==> config.mk <==
export PLATFORM = sky130hd
export DESIGN_NAME = mul_product_accumulator_flat
export DESIGN_NICKNAME = d
export VERILOG_FILES = /design/src/rtl/mul_product_accumulator_if.sv /design/src/rtl/mul_product_accumulator.sv /design/src/flat_wrapper.sv
export SDC_FILE = /design/constraint.sdc
export NUM_CORES = 1
export LEC_CHECK = 0
export BUFFER_PORTS_ARGS = -buffer_cell sky130_fd_sc_hd__buf_2
export CAP_MARGIN = 40
export CORE_MARGIN = 1.5
export CORE_UTILIZATION = 30
export DETAILED_ROUTE_END_ITERATION = 12
export HOLD_SLACK_MARGIN = 0.02
export PLACE_DENSITY = 0.58
export SYNTH_ARGS = -nofsm -noshare
export SYNTH_HDL_FRONTEND = slang
export SYNTH_SLANG_ARGS = --single-unit
==> constraint.sdc <==
create_clock -name clk -period 8.5 [get_ports clk]
set_input_delay 1.7 -clock clk [delete_from_list [all_inputs] [get_ports clk]]
set_output_delay 1.7 -clock clk [all_outputs]
set_load 0.02 [all_outputs]
==> src/rtl/mul_product_accumulator_if.sv <==
// Bundles the product stream coming from the multiplier side with the
// valid/ready frame-result stream going to the consumer.
//   in_valid, in_last : operand-side flags, valid in the cycle a/b enter the multiplier
//   p                 : multiplier product, meaningful LATENCY cycles after in_valid
//   out_valid/ready   : single-entry result handshake
//   out_sum/count/sat : frame result
//   drop_err          : sticky flag, a completed frame result was discarded
interface mul_product_accumulator_if #(
  parameter int WIDTH     = 18,
  parameter int ACC_WIDTH = 40,
  parameter int CNT_WIDTH = 16
);
  logic                 in_valid;
  logic                 in_last;
  logic [WIDTH-1:0]     p;
  logic                 out_valid;
  logic                 out_ready;
  logic [ACC_WIDTH-1:0] out_sum;
  logic [CNT_WIDTH-1:0] out_count;
  logic                 out_sat;
  logic                 drop_err;

  // master: the side that feeds products and consumes results
  modport master (
    output in_valid, in_last, p, out_ready,
    input  out_valid, out_sum, out_count, out_sat, drop_err
  );

  // slave: the accumulator itself
  modport slave (
    input  in_valid, in_last, p, out_ready,
    output out_valid, out_sum, out_count, out_sat, drop_err
  );
endinterface

==> src/rtl/mul_product_accumulator.sv <==
// Accumulates frames of products from a LATENCY-stage multiplier into a
// saturating ACC_WIDTH-bit sum and presents each frame result through a
// single-entry valid/ready register.
//   clk   : sole clock, rising edge
//   rst_n : synchronous active-low reset
//   bus   : slave side of mul_product_accumulator_if (product in, result out)
module mul_product_accumulator #(
  parameter int WIDTH     = 18,
  parameter int LATENCY   = 2,
  parameter int ACC_WIDTH = 40,
  parameter int CNT_WIDTH = 16
) (
  input logic                     clk,
  input logic                     rst_n,
  mul_product_accumulator_if.slave bus
);

  // Operand-side flags delayed to line up with p.
  logic [LATENCY-1:0] vld_sr;
  logic [LATENCY-1:0] lst_sr;
  logic               pv;
  logic               pl;

  assign pv = vld_sr[LATENCY-1];
  assign pl = lst_sr[LATENCY-1];

  always_ff @(posedge clk) begin
    if (!rst_n) begin
      vld_sr <= '0;
      lst_sr <= '0;
    end else begin
      vld_sr[0] <= bus.in_valid;
      lst_sr[0] <= bus.in_valid & bus.in_last;
      for (int i = 1; i < LATENCY; i++) begin
        vld_sr[i] <= vld_sr[i-1];
        lst_sr[i] <= lst_sr[i-1];
      end
    end
  end

  logic [ACC_WIDTH-1:0] acc;
  logic [CNT_WIDTH-1:0] cnt;
  logic                 sat;
  logic                 first;

  logic [ACC_WIDTH-1:0] base;
  logic [ACC_WIDTH:0]   sum_wide;
  logic [ACC_WIDTH-1:0] sum_nxt;
  logic [CNT_WIDTH-1:0] cnt_nxt;
  logic                 sat_nxt;

  always_comb begin
    base     = first ? '0 : acc;
    sum_wide = {1'b0, base} + {{(ACC_WIDTH + 1 - WIDTH){1'b0}}, bus.p};
    // Once clamped, the sum stays all-ones: any further non-zero add carries out again.
    sum_nxt  = sum_wide[ACC_WIDTH] ? '1 : sum_wide[ACC_WIDTH-1:0];
    sat_nxt  = (first ? 1'b0 : sat) | sum_wide[ACC_WIDTH];
    if (first)     cnt_nxt = CNT_WIDTH'(1);
    else if (&cnt) cnt_nxt = cnt;
    else           cnt_nxt = cnt + 1'b1;
  end

  logic                 res_valid;
  logic [ACC_WIDTH-1:0] res_sum;
  logic [CNT_WIDTH-1:0] res_count;
  logic                 res_sat;
  logic                 drop;
  logic                 done;
  logic                 reg_free;
  logic                 accept;

  assign done     = pv & pl;
  assign accept   = res_valid & bus.out_ready;
  assign reg_free = ~res_valid | accept;

  always_ff @(posedge clk) begin
    if (!rst_n) begin
      acc       <= '0;
      cnt       <= '0;
      sat       <= 1'b0;
      first     <= 1'b1;
      res_valid <= 1'b0;
      res_sum   <= '0;
      res_count <= '0;
      res_sat   <= 1'b0;
      drop      <= 1'b0;
    end else begin
      if (pv) begin
        acc   <= sum_nxt;
        cnt   <= cnt_nxt;
        sat   <= sat_nxt;
        first <= pl;
      end
      if (done && reg_free) begin
        res_valid <= 1'b1;
        res_sum   <= sum_nxt;
        res_count <= cnt_nxt;
        res_sat   <= sat_nxt;
      end else if (accept) begin
        res_valid <= 1'b0;
      end
      // The accumulator restarts either way; only the result is lost.
      if (done && !reg_free) drop <= 1'b1;
    end
  end

  assign bus.out_valid = res_valid;
  assign bus.out_sum   = res_sum;
  assign bus.out_count = res_count;
  assign bus.out_sat   = res_sat;
  assign bus.drop_err  = drop;

endmodule

==> src/flat_wrapper.sv <==
// flat-port wrapper written by rule: the top's interface ports become plain ports
module mul_product_accumulator_flat 
#(
  parameter int WIDTH     = 18,
  parameter int LATENCY   = 2,
  parameter int ACC_WIDTH = 40,
  parameter int CNT_WIDTH = 16
)
  (clk, rst_n, bus_in_valid, bus_in_last, bus_p, bus_out_ready, bus_out_valid, bus_out_sum, bus_out_count, bus_out_sat, bus_drop_err);
  mul_product_accumulator_if #(.WIDTH(WIDTH), .ACC_WIDTH(ACC_WIDTH), .CNT_WIDTH(CNT_WIDTH)) bus_i ();
  input logic clk;
  input logic rst_n;
  input wire logic [$bits(bus_i.in_valid)-1:0] bus_in_valid;
  input wire logic [$bits(bus_i.in_last)-1:0] bus_in_last;
  input wire logic [$bits(bus_i.p)-1:0] bus_p;
  input wire logic [$bits(bus_i.out_ready)-1:0] bus_out_ready;
  output wire logic [$bits(bus_i.out_valid)-1:0] bus_out_valid;
  output wire logic [$bits(bus_i.out_sum)-1:0] bus_out_sum;
  output wire logic [$bits(bus_i.out_count)-1:0] bus_out_count;
  output wire logic [$bits(bus_i.out_sat)-1:0] bus_out_sat;
  output wire logic [$bits(bus_i.drop_err)-1:0] bus_drop_err;
  assign bus_i.in_valid = bus_in_valid;
  assign bus_i.in_last = bus_in_last;
  assign bus_i.p = bus_p;
  assign bus_i.out_ready = bus_out_ready;
  assign bus_out_valid = bus_i.out_valid;
  assign bus_out_sum = bus_i.out_sum;
  assign bus_out_count = bus_i.out_count;
  assign bus_out_sat = bus_i.out_sat;
  assign bus_drop_err = bus_i.drop_err;
  mul_product_accumulator #(.WIDTH(WIDTH), .LATENCY(LATENCY), .ACC_WIDTH(ACC_WIDTH), .CNT_WIDTH(CNT_WIDTH)) u_core (.clk(clk), .rst_n(rst_n), .bus(bus_i));
endmodule
# Yosys cells after proc, flatten, opt, wreduce, memory -nomap -nowiden
# Cells that the tools add are included.
# classes
mux,7
addsub,2
n_bitwise,6
reduce_logical,5
# op_table
operator,count
40-bit 2-to-1 mux,2
40-bit by 18-bit adder with 41-bit output,1
16-bit 2-to-1 mux,2
"16-bit by 1-bit adder with 16-bit output, second input constant",1
16-bit AND reduction,1
1-bit AND,3
1-bit 2-to-1 mux,3
1-bit logical AND,2
1-bit bitwise OR,2
2-bit nonzero test,1
1-bit logical NOT,1
1-bit NOT,1
# totals
inputBits,23
out_inout_bits,59
wordCells,31
reg_bits,121

# Logic depth before layout (Yosys ltp)
# logic_depth
ltp_word,4
depth_mapped,14
ltp_nobuf,10

# Worst setup path after synthesis
# No wires, ideal clock.
# synth_timing
kind,input port to flip-flop
startpoint,input bus_p[0]
endpoint,register u_core.acc[11]
setup_ns,0.132
setup_slack_ns,4.542
path_stages,10
arrival_ns,3.826
path_buffers,1
t_required_ns,8.368
cell_sequence,ha_1 -> fa_1 -> a211oi_2 -> o21ai_2 -> o311ai_4 -> a21oi_4 -> o211a_1 -> buf_2 -> a21oi_1 -> a21oi_1
# synth_between
elab_chain_len,2
# synth_rtl
item,line,text
"start, declared",flat_wrapper.sv:15,input wire logic [$bits(bus_i.p)-1:0] bus_p;
40-bit by 18-bit adder with 41-bit output,mul_product_accumulator.sv:54,"sum_wide = {1'b0, base} + {{(ACC_WIDTH + 1 - WIDTH){1'b0}}, bus.p};"
40-bit 2-to-1 mux,mul_product_accumulator.sv:56,sum_nxt = sum_wide[ACC_WIDTH] ? '1 : sum_wide[ACC_WIDTH-1:0];
"end signal, assigned",mul_product_accumulator.sv:89,acc <= sum_nxt;
"end, declared",mul_product_accumulator.sv:41,logic [ACC_WIDTH-1:0] acc;
# No other way between the ends.
# A chain may end at the register's enable or synchronous reset.

# Worst setup path in the final report
# layout_timing
startpoint,input bus_p[0]
endpoint,"register u_core.res_sum[34], in the netlist u_core.bus.out_sum[34]"
# layout_between
elab_chain_len,2
# layout_rtl
item,line,text
40-bit by 18-bit adder with 41-bit output,mul_product_accumulator.sv:54,
40-bit 2-to-1 mux,mul_product_accumulator.sv:56,
"end signal, assigned",mul_product_accumulator.sv:96,res_sum <= sum_nxt;
"end, declared",mul_product_accumulator.sv:64,logic [ACC_WIDTH-1:0] res_sum;
# No other way between the ends.

==> run_results.csv <==
group,metric,value,unit
sta,maxSlewHeadroom,46.1,%
worst_setup_path,setup.worst_path.class,"primary input to flop",
synthesis,syn_inst,826,
sta,worstMarginPinSlew,0.800,ns
sta,hold_viol,0,
synthesis,synth_compound_area_share,27.0,%
drt,postRouteAntennaNets,0,
cts,clock-sinks,121,
synthesis,avgSynthCellArea,8.20,µm²
synthesis,synthFlopType,"dfxtp_1",
floorplan,io_pins,82,
drt,met3_length,880,µm
sta,fin_skew,0.00820,ns
drt,vias,6290,
synthesis,synth.area.mux_share,2.86,%
cells_and_area,seq_area,2420,µm²
global_routing,grt_pass1_vias,5908,
sta,fmax,246,MHz
drt,avgRoutedWirePerCell,16.6,µm
synthesis,synthXorXnorAreaFrac,4.40,%
drt,firstDrtPassIters,11,
sta,drv_slew,0,
cells_and_area,fin_util,36.5,%
drt,viasPerCell,5.37,
sta,rsz0062_at_grt,"false",
floorplan,start_util,30.8,%
sta,report.final.setup_viol,0,
drt,drtIter0Drc,393,
cts,cts_tree,"done",
sta,tns,0,ns
global_routing,grt_pass1_wl,32000,µm
power_and_ir_drop,peakVddDrop,0.000123,V
drt,dr_wl_met2,8720,µm
global_routing,grt_max_degree,80,
placed_design,dp_hpwl,13300,µm
synthesis,yosysWarnings,0,
drt,top_layer,"met4",
cells_and_area,drive_above_1_share,17.6,%
cells_and_area,syn_to_final_growth,18.4,%
cts,clockRootBuffer,"clkbuf_16",
floorplan,core.rowCount,54,
synthesis,synthAdderAreaFrac,3.80,%
cells_and_area,nFillCells,2272,
global_routing,antenna_found_initial,0,
cells_and_area,antennaDiodeCount,0,
outcome,outcome,"complete, but fails checks",
cts,clk_latency,0.43,ns
synthesis,yosysSeqAreaShare,35.8,%
worst_setup_path,required,8.82,ns
sta,min_period_over_period,47.7,%
cells_and_area,multiInputGateArea,4040,µm²
worst_setup_path,end_kind,"flop",
cts,cts_inserted_buffers,17,
worst_setup_path,cp_max_fo,9,
cts,cts_resized,0,
sta,finalHoldWorstSlack,0.444,ns
synthesis,async_flop_share,0,%
sta,fin_crit,4.06,ns
synthesis,ys_top_cells_by_area,"dfxtp_1 36%, o21ai_0 7.4%, a21oi_1 6.9%",
drt,drc,8,
placed_design,port_buffers,81,
synthesis,synth_top_family_by_area,"compound AO/OA/AOI/OAI gates",
power_and_ir_drop,p_leak,3.12,nW
cts,postCtsSetupRepairBufs,0,
global_routing,grt_use_total,16.9,%
global_routing,grt_overflow_total,0,
cts,cts_buffer_depth,2,
synthesis,yosysMostFrequentCell,"dfxtp_1",
synthesis,synth-simple-area-share,21.4,%
drt,wirelength,19500,µm
floorplan,die_h,153,µm
power_and_ir_drop,total_power,1.49,mW
power_and_ir_drop,p_per_area,186,nW/µm²
job,maxCapViolations,0,
synthesis,synth_edf_count,0,
cts,ctsHoldBuffers,0,
floorplan,die_area,23500,µm²
floorplan,die_w,153,µm
synthesis,synthTopCellsByCount,"121 x dfxtp_1, 100 x o21ai_0, 94 x a21oi_1",
synthesis,synth-seq-cells,121,
synthesis,syn_area,6770,µm²
min_path,min_path_type,"flop to flop",
cts,clk_pin_slew_worst_paths,0.06,ns
cts,h-tree-depth,4,
floorplan,core_area,22000,µm²
cells_and_area,nNetsFinal,922,
worst_setup_path,start_kind,"primary input",
placed_design,gp_congestion,0.899,
synthesis,syn_nets,869,
synthesis,ys_types,80,
worst_setup_path,cp.arrival,4.37,ns
drt,routedLengthMet1,9560,µm
synthesis,synth_top_area_cell,"dfxtp_1",
outcome,failed_checks,"design-rule violations",
synthesis,yosysTopAreaCellShare,35.8,%
[path summary, 6_finish.rpt]
check                                       from                     end  slack, ns  cells after the start
worst max register to register      u_core.first          u_core.acc[29]       4.76                     10
worst min register to register  u_core.lst_sr[0]        u_core.lst_sr[1]       0.44                      1
worst max-delay path                    bus_p[0]  u_core.bus.out_sum[34]       4.44                     10
worst min-delay path            u_core.lst_sr[0]        u_core.lst_sr[1]       0.44                      1
[layer usage]
metal	vias up	GRT usage [%]
li1	3139	-
met1	2998	23.4
met2	128	25.6
met3	25	4.14
met4	0	5.60
met5	-	0
[per-stage QoR]
step | std cells | setup WS [ns] | cell area, µm²
global placement | 1137 | 4.10 | 7300
global route | 1172 | 4.26 | 8020
CTS | 1172 | 4.48 | 8020
finish | 1172 | 4.44 | 8020
detailed placement | 1140 | 4.05 | 7350
floorplan | 826 | 4.54 | 6770
[worst max-delay path, cell delays in order]
cell and delay [ns]:
buf_2 0.11, ha_1 0.22, fa_1 0.43, a211oi_2 0.28, o21ai_2 0.15, o311ai_4 0.38
a21oi_4 0.17, o211ai_1 0.55, nand2_1 0.11, o221a_2 0.27
[state kept, by name, indices dropped and copies added (netlist names)]
| register | flops |
|---|---|
| u_core.sat | 1 |
| u_core.cnt | 16 |
| u_core.bus.drop_err | 1 |
| u_core.first | 1 |
| u_core.bus.out_sum | 40 |
| u_core.acc | 40 |
| u_core.bus.out_valid | 1 |
| u_core.vld_sr | 2 |
| u_core.lst_sr | 2 |
| u_core.bus.out_sat | 1 |
| u_core.bus.out_count | 16 |
[layout by cell type, fill, tap and decap left out, drive strengths merged, types with 5 or more instances in the layout]
master	n
nor2	61
inv	10
o211a	5
ha	19
a311oi	5
buf	89
o21a	6
a31oi	15
mux2i	16
o21ai	106
o211ai	11
and2	11
a21oi	95
or3	9
a211oi	11
and4	7
nand2	57
dfxtp	121
a21o	8
xor2	12
nor2b	29
clkbuf	22
nand3	50
nand4	14
and3	11
bufinv	5
xnor2	22
nor3	13
[layout make-up]
type                       instances  share of cell area (%)
multi-input combinational        639                    50.4
clock inverter                    10                    2.34
sequential                       121                    30.2
inverter                          11                   0.515
timing repair buffer              89                    6.15
clock buffer                      22                    6.04
tap                              280                    4.37
[cell families (layout without fill, tap and decap cells)]
kind of cell / Yosys count / in the layout
AO/OA/AOI/OAI: 287 / 287
flip-flops: 121 / 121
buffers and inverters: 66 / 132
XOR/XNOR: 34 / 34
adder cells (fa/ha/maj): 20 / 20
multiplexers: 19 / 19
AND/OR/NAND/NOR: 279 / 279
[power by group]
part           internal [mW]  switching (mW)
registers              0.575         0.00581
logic                 0.0271          0.0517
clock network          0.553           0.279
total                   1.15           0.337
(Power assumes the default switching activity.)
